File: config.mk
export PLATFORM = sky130hd
export DESIGN_NAME = uart_tx_flat
export DESIGN_NICKNAME = d
export VERILOG_FILES = /design/src/rtl/uart_tx_if.sv /design/src/rtl/uart_tx.sv /design/src/flat_wrapper.sv
export SDC_FILE = /design/constraint.sdc
export NUM_CORES = 1
export LEC_CHECK = 0
export BUFFER_PORTS_ARGS = -buffer_cell sky130_fd_sc_hd__buf_2
export CORE_ASPECT_RATIO = 0.8
export CORE_UTILIZATION = 59
export CTS_BUF_LIST = sky130_fd_sc_hd__clkbuf_16
export DETAILED_ROUTE_END_ITERATION = 8
export PLACE_DENSITY = 0.86
export SLEW_MARGIN = 20
export SYNTH_ARGS = -nofsm -noshare
export SYNTH_HDL_FRONTEND = slang
export SYNTH_SLANG_ARGS = --single-unit
export TNS_END_PERCENT = 5
File: constraint.sdc
create_clock -name clk -period 2.81 [get_ports clk]
set_clock_uncertainty 0.05 [all_clocks]
set_input_delay 0.281 -clock clk [delete_from_list [all_inputs] [get_ports clk]]
set_output_delay 0.281 -clock clk [all_outputs]
set_load 0.1 [all_outputs]
File: src/rtl/uart_tx_if.sv
// Host-side write port of the UART transmitter: word, write strobe and FIFO status.
interface uart_tx_if #(
    parameter int D_W = 8
);
    logic [D_W-1:0] in_data;
    logic           wr_en;
    logic           full;
    logic           ovf;

    modport master (output in_data, output wr_en, input full, input ovf);
    modport slave  (input in_data, input wr_en, output full, output ovf);
endinterface

File: src/rtl/uart_tx.sv
// UART transmitter with write FIFO; frames are start, D_W data bits LSB first, stop.
// Define UART_TX_PARITY_EN to insert an even-parity bit between data and stop.
module uart_tx #(
    parameter int D_W    = 8,
    parameter int B_TICK = 16,
    parameter int FIFO_D = 4
) (
    input  logic          clk,
    input  logic          rst,
    input  logic          tick,
    uart_tx_if.slave      bus,
    output logic          tx,
    output logic          busy,
    output logic          done
);
    localparam int PW  = (FIFO_D > 1) ? $clog2(FIFO_D) : 1;
    localparam int CW  = PW + 1;
    localparam int TCW = (B_TICK > 1) ? $clog2(B_TICK) : 1;
    localparam int BIW = (D_W > 1) ? $clog2(D_W) : 1;

`ifdef UART_TX_PARITY_EN
    typedef enum logic [2:0] {IDLE, START, DATA, PARITY, STOP} state_t;
`else
    typedef enum logic [1:0] {IDLE, START, DATA, STOP} state_t;
`endif

    state_t           state_q, state_d;
    logic [TCW-1:0]   tick_cnt_q, tick_cnt_d;
    logic [BIW-1:0]   bit_idx_q, bit_idx_d;
    logic [D_W-1:0]   shift_q, shift_d;
    logic             tx_q, tx_d;
    logic             busy_q, busy_d;
    logic             done_q, done_d;
    logic             ovf_q, ovf_d;
    logic [PW-1:0]    wr_ptr_q, wr_ptr_d;
    logic [PW-1:0]    rd_ptr_q, rd_ptr_d;
    logic [CW-1:0]    count_q, count_d;
    logic [D_W-1:0]   mem_q [FIFO_D];
`ifdef UART_TX_PARITY_EN
    logic             parity_q, parity_d;
`endif

    logic full_w;
    logic push;
    logic pop;
    logic last_tick;

    assign full_w    = (count_q == CW'(FIFO_D));
    assign last_tick = tick && (tick_cnt_q == TCW'(B_TICK - 1));

    always_comb begin
        state_d    = state_q;
        tick_cnt_d = tick_cnt_q;
        bit_idx_d  = bit_idx_q;
        shift_d    = shift_q;
        tx_d       = tx_q;
        done_d     = 1'b0;
`ifdef UART_TX_PARITY_EN
        parity_d   = parity_q;
`endif
        pop        = 1'b0;
        // A write against a full FIFO is dropped even if IDLE pops this cycle.
        push       = bus.wr_en && !full_w;
        ovf_d      = bus.wr_en && full_w;

        unique case (state_q)
            IDLE: begin
                tx_d = 1'b1;
                if (count_q != '0) begin
                    pop        = 1'b1;
                    shift_d    = mem_q[rd_ptr_q];
`ifdef UART_TX_PARITY_EN
                    parity_d   = ^mem_q[rd_ptr_q];
`endif
                    tick_cnt_d = '0;
                    state_d    = START;
                    tx_d       = 1'b0;
                end
            end
            START: begin
                if (last_tick) begin
                    tick_cnt_d = '0;
                    bit_idx_d  = '0;
                    state_d    = DATA;
                    tx_d       = shift_q[0];
                end else if (tick) begin
                    tick_cnt_d = tick_cnt_q + 1'b1;
                end
            end
            DATA: begin
                if (last_tick) begin
                    tick_cnt_d = '0;
                    if (bit_idx_q == BIW'(D_W - 1)) begin
`ifdef UART_TX_PARITY_EN
                        state_d = PARITY;
                        tx_d    = parity_q;
`else
                        state_d = STOP;
                        tx_d    = 1'b1;
`endif
                    end else begin
                        shift_d   = shift_q >> 1;
                        bit_idx_d = bit_idx_q + 1'b1;
                        tx_d      = shift_d[0];
                    end
                end else if (tick) begin
                    tick_cnt_d = tick_cnt_q + 1'b1;
                end
            end
`ifdef UART_TX_PARITY_EN
            PARITY: begin
                if (last_tick) begin
                    tick_cnt_d = '0;
                    state_d    = STOP;
                    tx_d       = 1'b1;
                end else if (tick) begin
                    tick_cnt_d = tick_cnt_q + 1'b1;
                end
            end
`endif
            STOP: begin
                if (last_tick) begin
                    tick_cnt_d = '0;
                    state_d    = IDLE;
                    tx_d       = 1'b1;
                    done_d     = 1'b1;
                end else if (tick) begin
                    tick_cnt_d = tick_cnt_q + 1'b1;
                end
            end
            default: begin
                state_d = IDLE;
                tx_d    = 1'b1;
            end
        endcase

        busy_d   = (state_d != IDLE);
        wr_ptr_d = push ? wr_ptr_q + 1'b1 : wr_ptr_q;
        rd_ptr_d = pop  ? rd_ptr_q + 1'b1 : rd_ptr_q;
        count_d  = count_q;
        if (push && !pop) begin
            count_d = count_q + 1'b1;
        end else if (pop && !push) begin
            count_d = count_q - 1'b1;
        end
    end

    always_ff @(posedge clk) begin
        if (rst) begin
            state_q    <= IDLE;
            tick_cnt_q <= '0;
            bit_idx_q  <= '0;
            shift_q    <= '0;
            tx_q       <= 1'b1;
            busy_q     <= 1'b0;
            done_q     <= 1'b0;
            ovf_q      <= 1'b0;
            wr_ptr_q   <= '0;
            rd_ptr_q   <= '0;
            count_q    <= '0;
`ifdef UART_TX_PARITY_EN
            parity_q   <= 1'b0;
`endif
        end else begin
            state_q    <= state_d;
            tick_cnt_q <= tick_cnt_d;
            bit_idx_q  <= bit_idx_d;
            shift_q    <= shift_d;
            tx_q       <= tx_d;
            busy_q     <= busy_d;
            done_q     <= done_d;
            ovf_q      <= ovf_d;
            wr_ptr_q   <= wr_ptr_d;
            rd_ptr_q   <= rd_ptr_d;
            count_q    <= count_d;
`ifdef UART_TX_PARITY_EN
            parity_q   <= parity_d;
`endif
            if (push) begin
                mem_q[wr_ptr_q] <= bus.in_data;
            end
        end
    end

    assign tx       = tx_q;
    assign busy     = busy_q;
    assign done     = done_q;
    assign bus.full = full_w;
    assign bus.ovf  = ovf_q;
endmodule

File: src/flat_wrapper.sv
// flat-port wrapper written by rule: the top's interface ports become plain ports
module uart_tx_flat 
#(
    parameter int D_W    = 8,
    parameter int B_TICK = 16,
    parameter int FIFO_D = 4
)
  (clk, rst, tick, tx, busy, done, bus_in_data, bus_wr_en, bus_full, bus_ovf);
  uart_tx_if #(.D_W(D_W)) bus_i ();
  input  logic clk;
  input  logic rst;
  input  logic tick;
  output logic tx;
  output logic busy;
  output logic done;
  input wire logic [$bits(bus_i.in_data)-1:0] bus_in_data;
  input wire logic [$bits(bus_i.wr_en)-1:0] bus_wr_en;
  output wire logic [$bits(bus_i.full)-1:0] bus_full;
  output wire logic [$bits(bus_i.ovf)-1:0] bus_ovf;
  assign bus_i.in_data = bus_in_data;
  assign bus_i.wr_en = bus_wr_en;
  assign bus_full = bus_i.full;
  assign bus_ovf = bus_i.ovf;
  uart_tx #(.D_W(D_W), .B_TICK(B_TICK), .FIFO_D(FIFO_D)) u_core (.clk(clk), .rst(rst), .tick(tick), .bus(bus_i), .tx(tx), .busy(busy), .done(done));
endmodule
==> PnR_summary.wiki <==
{| class="wikitable"
! Metric !! Value
|-
| Resize count post-CTS || 0
|-
| Power density cells || 988 nW/um2
|-
| Count of buffers added by post-CTS timing repair for setup || 0
|-
| Count of final hold-check violations || 0
|-
| CTS buffer count || 9
|-
| Async set or reset register ratio after synthesis || 0%
|-
| Transition time at the pin with the least slew margin || 0.705 ns
|-
| Die extent in x || 77.2 um
|-
| ANT nets after route || 0
|-
| Commonest cells after routing, fill and taps aside || 32 x sky130_fd_sc_hd__edfxtp_1, 30 x sky130_fd_sc_hd__dfxtp_1, 17 x sky130_fd_sc_hd__nor2_1
|-
| CP endpoint kind || flip-flop
|-
| CP Cell Sequence || nor2_1, nand2_4, ha_1, inv_1, fa_1, xor2_1, or3_1, a21oi_1
|-
| Sum of negative setup slack || 0 ns
|-
| Multi-input gate area || 1020 um2
|-
| Crit path DAT || 2.57 ns
|-
| Finish-stage setup viols || 0
|-
| IO Pins || 17
|-
| Min-delay worst type || in -> reg
|-
| Number of antenna violations at the first check in global routing || 0
|-
| Source-to-sink clock delay at the later pin of the worst-skew pair || 0.32 ns
|-
| H-Tree Depth || 3
|-
| Portion of total power attributed to the clock network || 34.1%
|-
| Top cell family by delay on the critical path || simple AND/OR/NAND/NOR gates
|-
| Number of global-route vias before repair || 1728
|-
| Drc violations || 0
|-
| Reg clk slew, reported paths || 0.05 ns
|-
| Vias || 1784
|-
| Starting Density || 62.7%
|-
| Largest net degree at the start of global routing || 31
|-
| Number of instances in the synthesized netlist || 224
|-
| Count of routing violations after the opening detailed-route iteration || 137
|-
| Antenna fix cells || 0
|-
| Crit path kind || reg -> reg
|-
| Combinational power share || 25.1%
|-
| Setup repair after global routing missed its margin || no
|-
| Routed wirelength normalized by instance count || 16.1 um
|-
| RD Place Congestion || 0.755
|-
| CTS tree || done
|-
| Synth Flop Type || sky130_fd_sc_hd__edfxtp_1
|-
| TritonCTS sink count || 62
|-
| Result of the run || finished, final reports clean
|-
| Highest achievable clock rate || 0.423 GHz
|-
| Worst-path fanout max || 16
|-
| Distinct cell type count of the synthesized netlist || 43
|-
| Filler Cells Inserted || 307
|-
| Hold-fix buffer count after cts || 0
|-
| Data required time of the critical path || 3.01 ns
|-
| Shortest clock period the worst path allows after layout || 2.36 ns
|-
| Net Count, Synth || 245
|-
| Switching Share || 31.9%
|-
| Internal || 2.05 mW
|-
| Sequential cell fraction of total power || 40.9%
|-
| Core area || 4260 um2
|-
| First-pass GRT wire length || 8.15 mm
|-
| Worst ir drop on vdd || 0.645 mV
|-
| Number of storage elements in the synthesis netlist || 62
|-
| Number of enable flip-flop cells after synthesis || 32
|-
| Max incr delay on CP || 0.54 ns
|-
| Number of buffer cells added on primary ports || 16
|-
| Synthesized area divided by synthesized cell count || 11.9 um2
|-
| Critical path buffers and inverters || 1
|-
| Total wire length || 4.88 mm
|-
| Number of slew-limit violations in the final report || 0
|-
| Gr ovfl total || 0
|-
| # nets final || 263
|-
| Leakage component of the power || 1.13 nW
|-
| Total number of yosys warnings || 0
|-
| Slew margin rel. || 52.9%
|-
| Post-synthesis instance area || 2670 um2
|-
| Signed area change from the synthesized netlist to the final layout || 14.3%
|-
| Detailed Place HPWL || 3.20 mm
|-
| Average vias per placed instance || 5.87
|-
| Clk root buf || sky130_fd_sc_hd__clkbuf_16
|-
| Maximum root-to-sink buffer count || 2
|-
| Cell area after placement || 2770 um2
|-
| Area enclosed by the die boundary || 4800 um2
|-
| Switching power || 0.961 mW
|-
| Post-route design area || 3050 um2
|-
| GRT Util Overall || 23.2%
|-
| Period utilization || 84.2%
|-
| Portion of the post-synthesis area used by sequential elements || 58.5%
|-
| Number of maximum-capacitance constraint violations || 0
|-
| Most common library cell in the layout ignoring fill and taps || sky130_fd_sc_hd__edfxtp_1
|-
| Worst Setup Start Kind || flip-flop
|-
| Share of post-route cells with drive strength above 1 || 19.0%
|-
| Standard cell with the maximum stage delay on the critical path || sky130_fd_sc_hd__dfxtp_1
|-
| Detailed-router iteration count before antenna repair || 4
|-
| Die Y || 62.1 um
|-
| Number of core rows || 21
|-
| Flip-flop and latch area || 1560 um2
|}
path summary, 6_finish.rpt:
check / start / slack (ns) / endpoint / cells after the start
worst max-delay path: u_core.state_q[0] / 0.45 / u_core.count_q[2] / 8
worst min register to register: u_core.tx / 0.42 / u_core.tx / 2
worst min-delay path: bus_in_data[1] / 0.12 / u_core.mem_q[1][1] / 1
worst max register to register: u_core.state_q[0] / 0.45 / u_core.count_q[2] / 8
power groups by stage:
| stage | clock network, mW | registers (mW) | logic [mW] |
|---|---|---|---|
| final | 1.03 | 1.23 | 0.755 |
| after global routing | 1.09 | 1.26 | 0.828 |
| after detailed placement | 0 | 1.25 | 0.745 |
| after CTS | 1.04 | 1.23 | 0.757 |
| after global placement | 0 | 1.24 | 0.717 |
| after floorplan | 0 | 1.28 | 0.578 |
synthesized netlist by cell type, drive strengths merged, types with 2 or more instances:
master	number	area (um2)
ha	8	100
or4b	2	20.0
and2	4	25.0
edfxtp	32	961
dfxtp	30	601
clkbuf	4	15.0
or3b	3	26.3
a21oi	11	55.1
mux2i	7	70.1
mux4	2	45.0
nand4	2	12.5
xor2	4	35.0
or2	3	18.8
o21ai	12	60.1
nand2	13	63.8
nor3b	4	30.0
inv	6	22.5
nor3	9	45.0
a31oi	4	25.0
buf	6	45.0
or3	4	30.0
nor2	17	63.8
nand3	14	70.1
mux2	6	67.6
a311oi	6	52.6
state kept, by name (all words and copies together) (netlist names), named ones only:
| signal | count |
|---|---|
| u_core.shift_q | 8 |
| u_core.tick_cnt_q | 4 |
| u_core.mem_q | 32 |
| u_core.wr_ptr_q | 2 |
| u_core.tx | 1 |
| u_core.count_q | 3 |
| u_core.bus.ovf | 1 |
| u_core.state_q | 2 |
| u_core.done | 1 |
| u_core.bit_idx_q | 3 |
| u_core.rd_ptr_q | 2 |
| u_core.busy | 1 |
layout make-up:
| class | count | share of cell area, % |
|---|---|---|
| flip-flops and latches | 62 | 51.2 |
| multi-input cells | 146 | 33.6 |
| clock buffers | 9 | 7.39 |
| repair buffers | 17 | 2.87 |
| well taps | 57 | 2.34 |
| clock inverters | 7 | 1.85 |
| inverters | 6 | 0.739 |
per-stage QoR:
stage | total power [mW] | std cells | setup WS (ns) | util, % | hold WS, ns
finish | 3.01 | 304 | 0.445 | 71.6 | 0.124
global route | 3.17 | 304 | 0.281 | 71.6 | 0.117
CTS | 3.03 | 304 | 0.468 | 71.6 | 0.119
detailed placement | 1.99 | 288 | 0.472 | 65.0 | 0.417
global placement | 1.95 | 288 | 0.535 | 65.0 | 0.393
floorplan | 1.86 | 224 | 0.560 | - | 0.307
logic make-up (layout without fill, tap and decap cells):
family,count (synthesis),in the layout,share of synthesized area (%)
buf+inv,16,39,3.10
flops,62,62,58.5
simple gates,80,80,16.8
mux,15,15,6.85
xor+xnor,5,5,1.64
compound gates,37,37,8.58
fa+ha+maj,9,9,4.50
worst register-to-register path: stages, from the launching register on:
cell                      delay (ns)
sky130_fd_sc_hd__dfxtp_1        0.54
sky130_fd_sc_hd__nor2_1         0.24
sky130_fd_sc_hd__nand2_4        0.22
sky130_fd_sc_hd__ha_1           0.21
sky130_fd_sc_hd__inv_1          0.06
sky130_fd_sc_hd__fa_1           0.37
sky130_fd_sc_hd__xor2_1         0.16
sky130_fd_sc_hd__or3_1          0.31
sky130_fd_sc_hd__a21oi_1        0.13
layer usage:
metal	global-route usage, %	up-vias	share of wire (%)
li1	-	869	-
met3	9.41	8	7.7
met1	29.0	837	43
met5	0	-	0
met4	9.43	0	1.3
met2	35.6	70	48
Power figures use the tool's default switching activity.
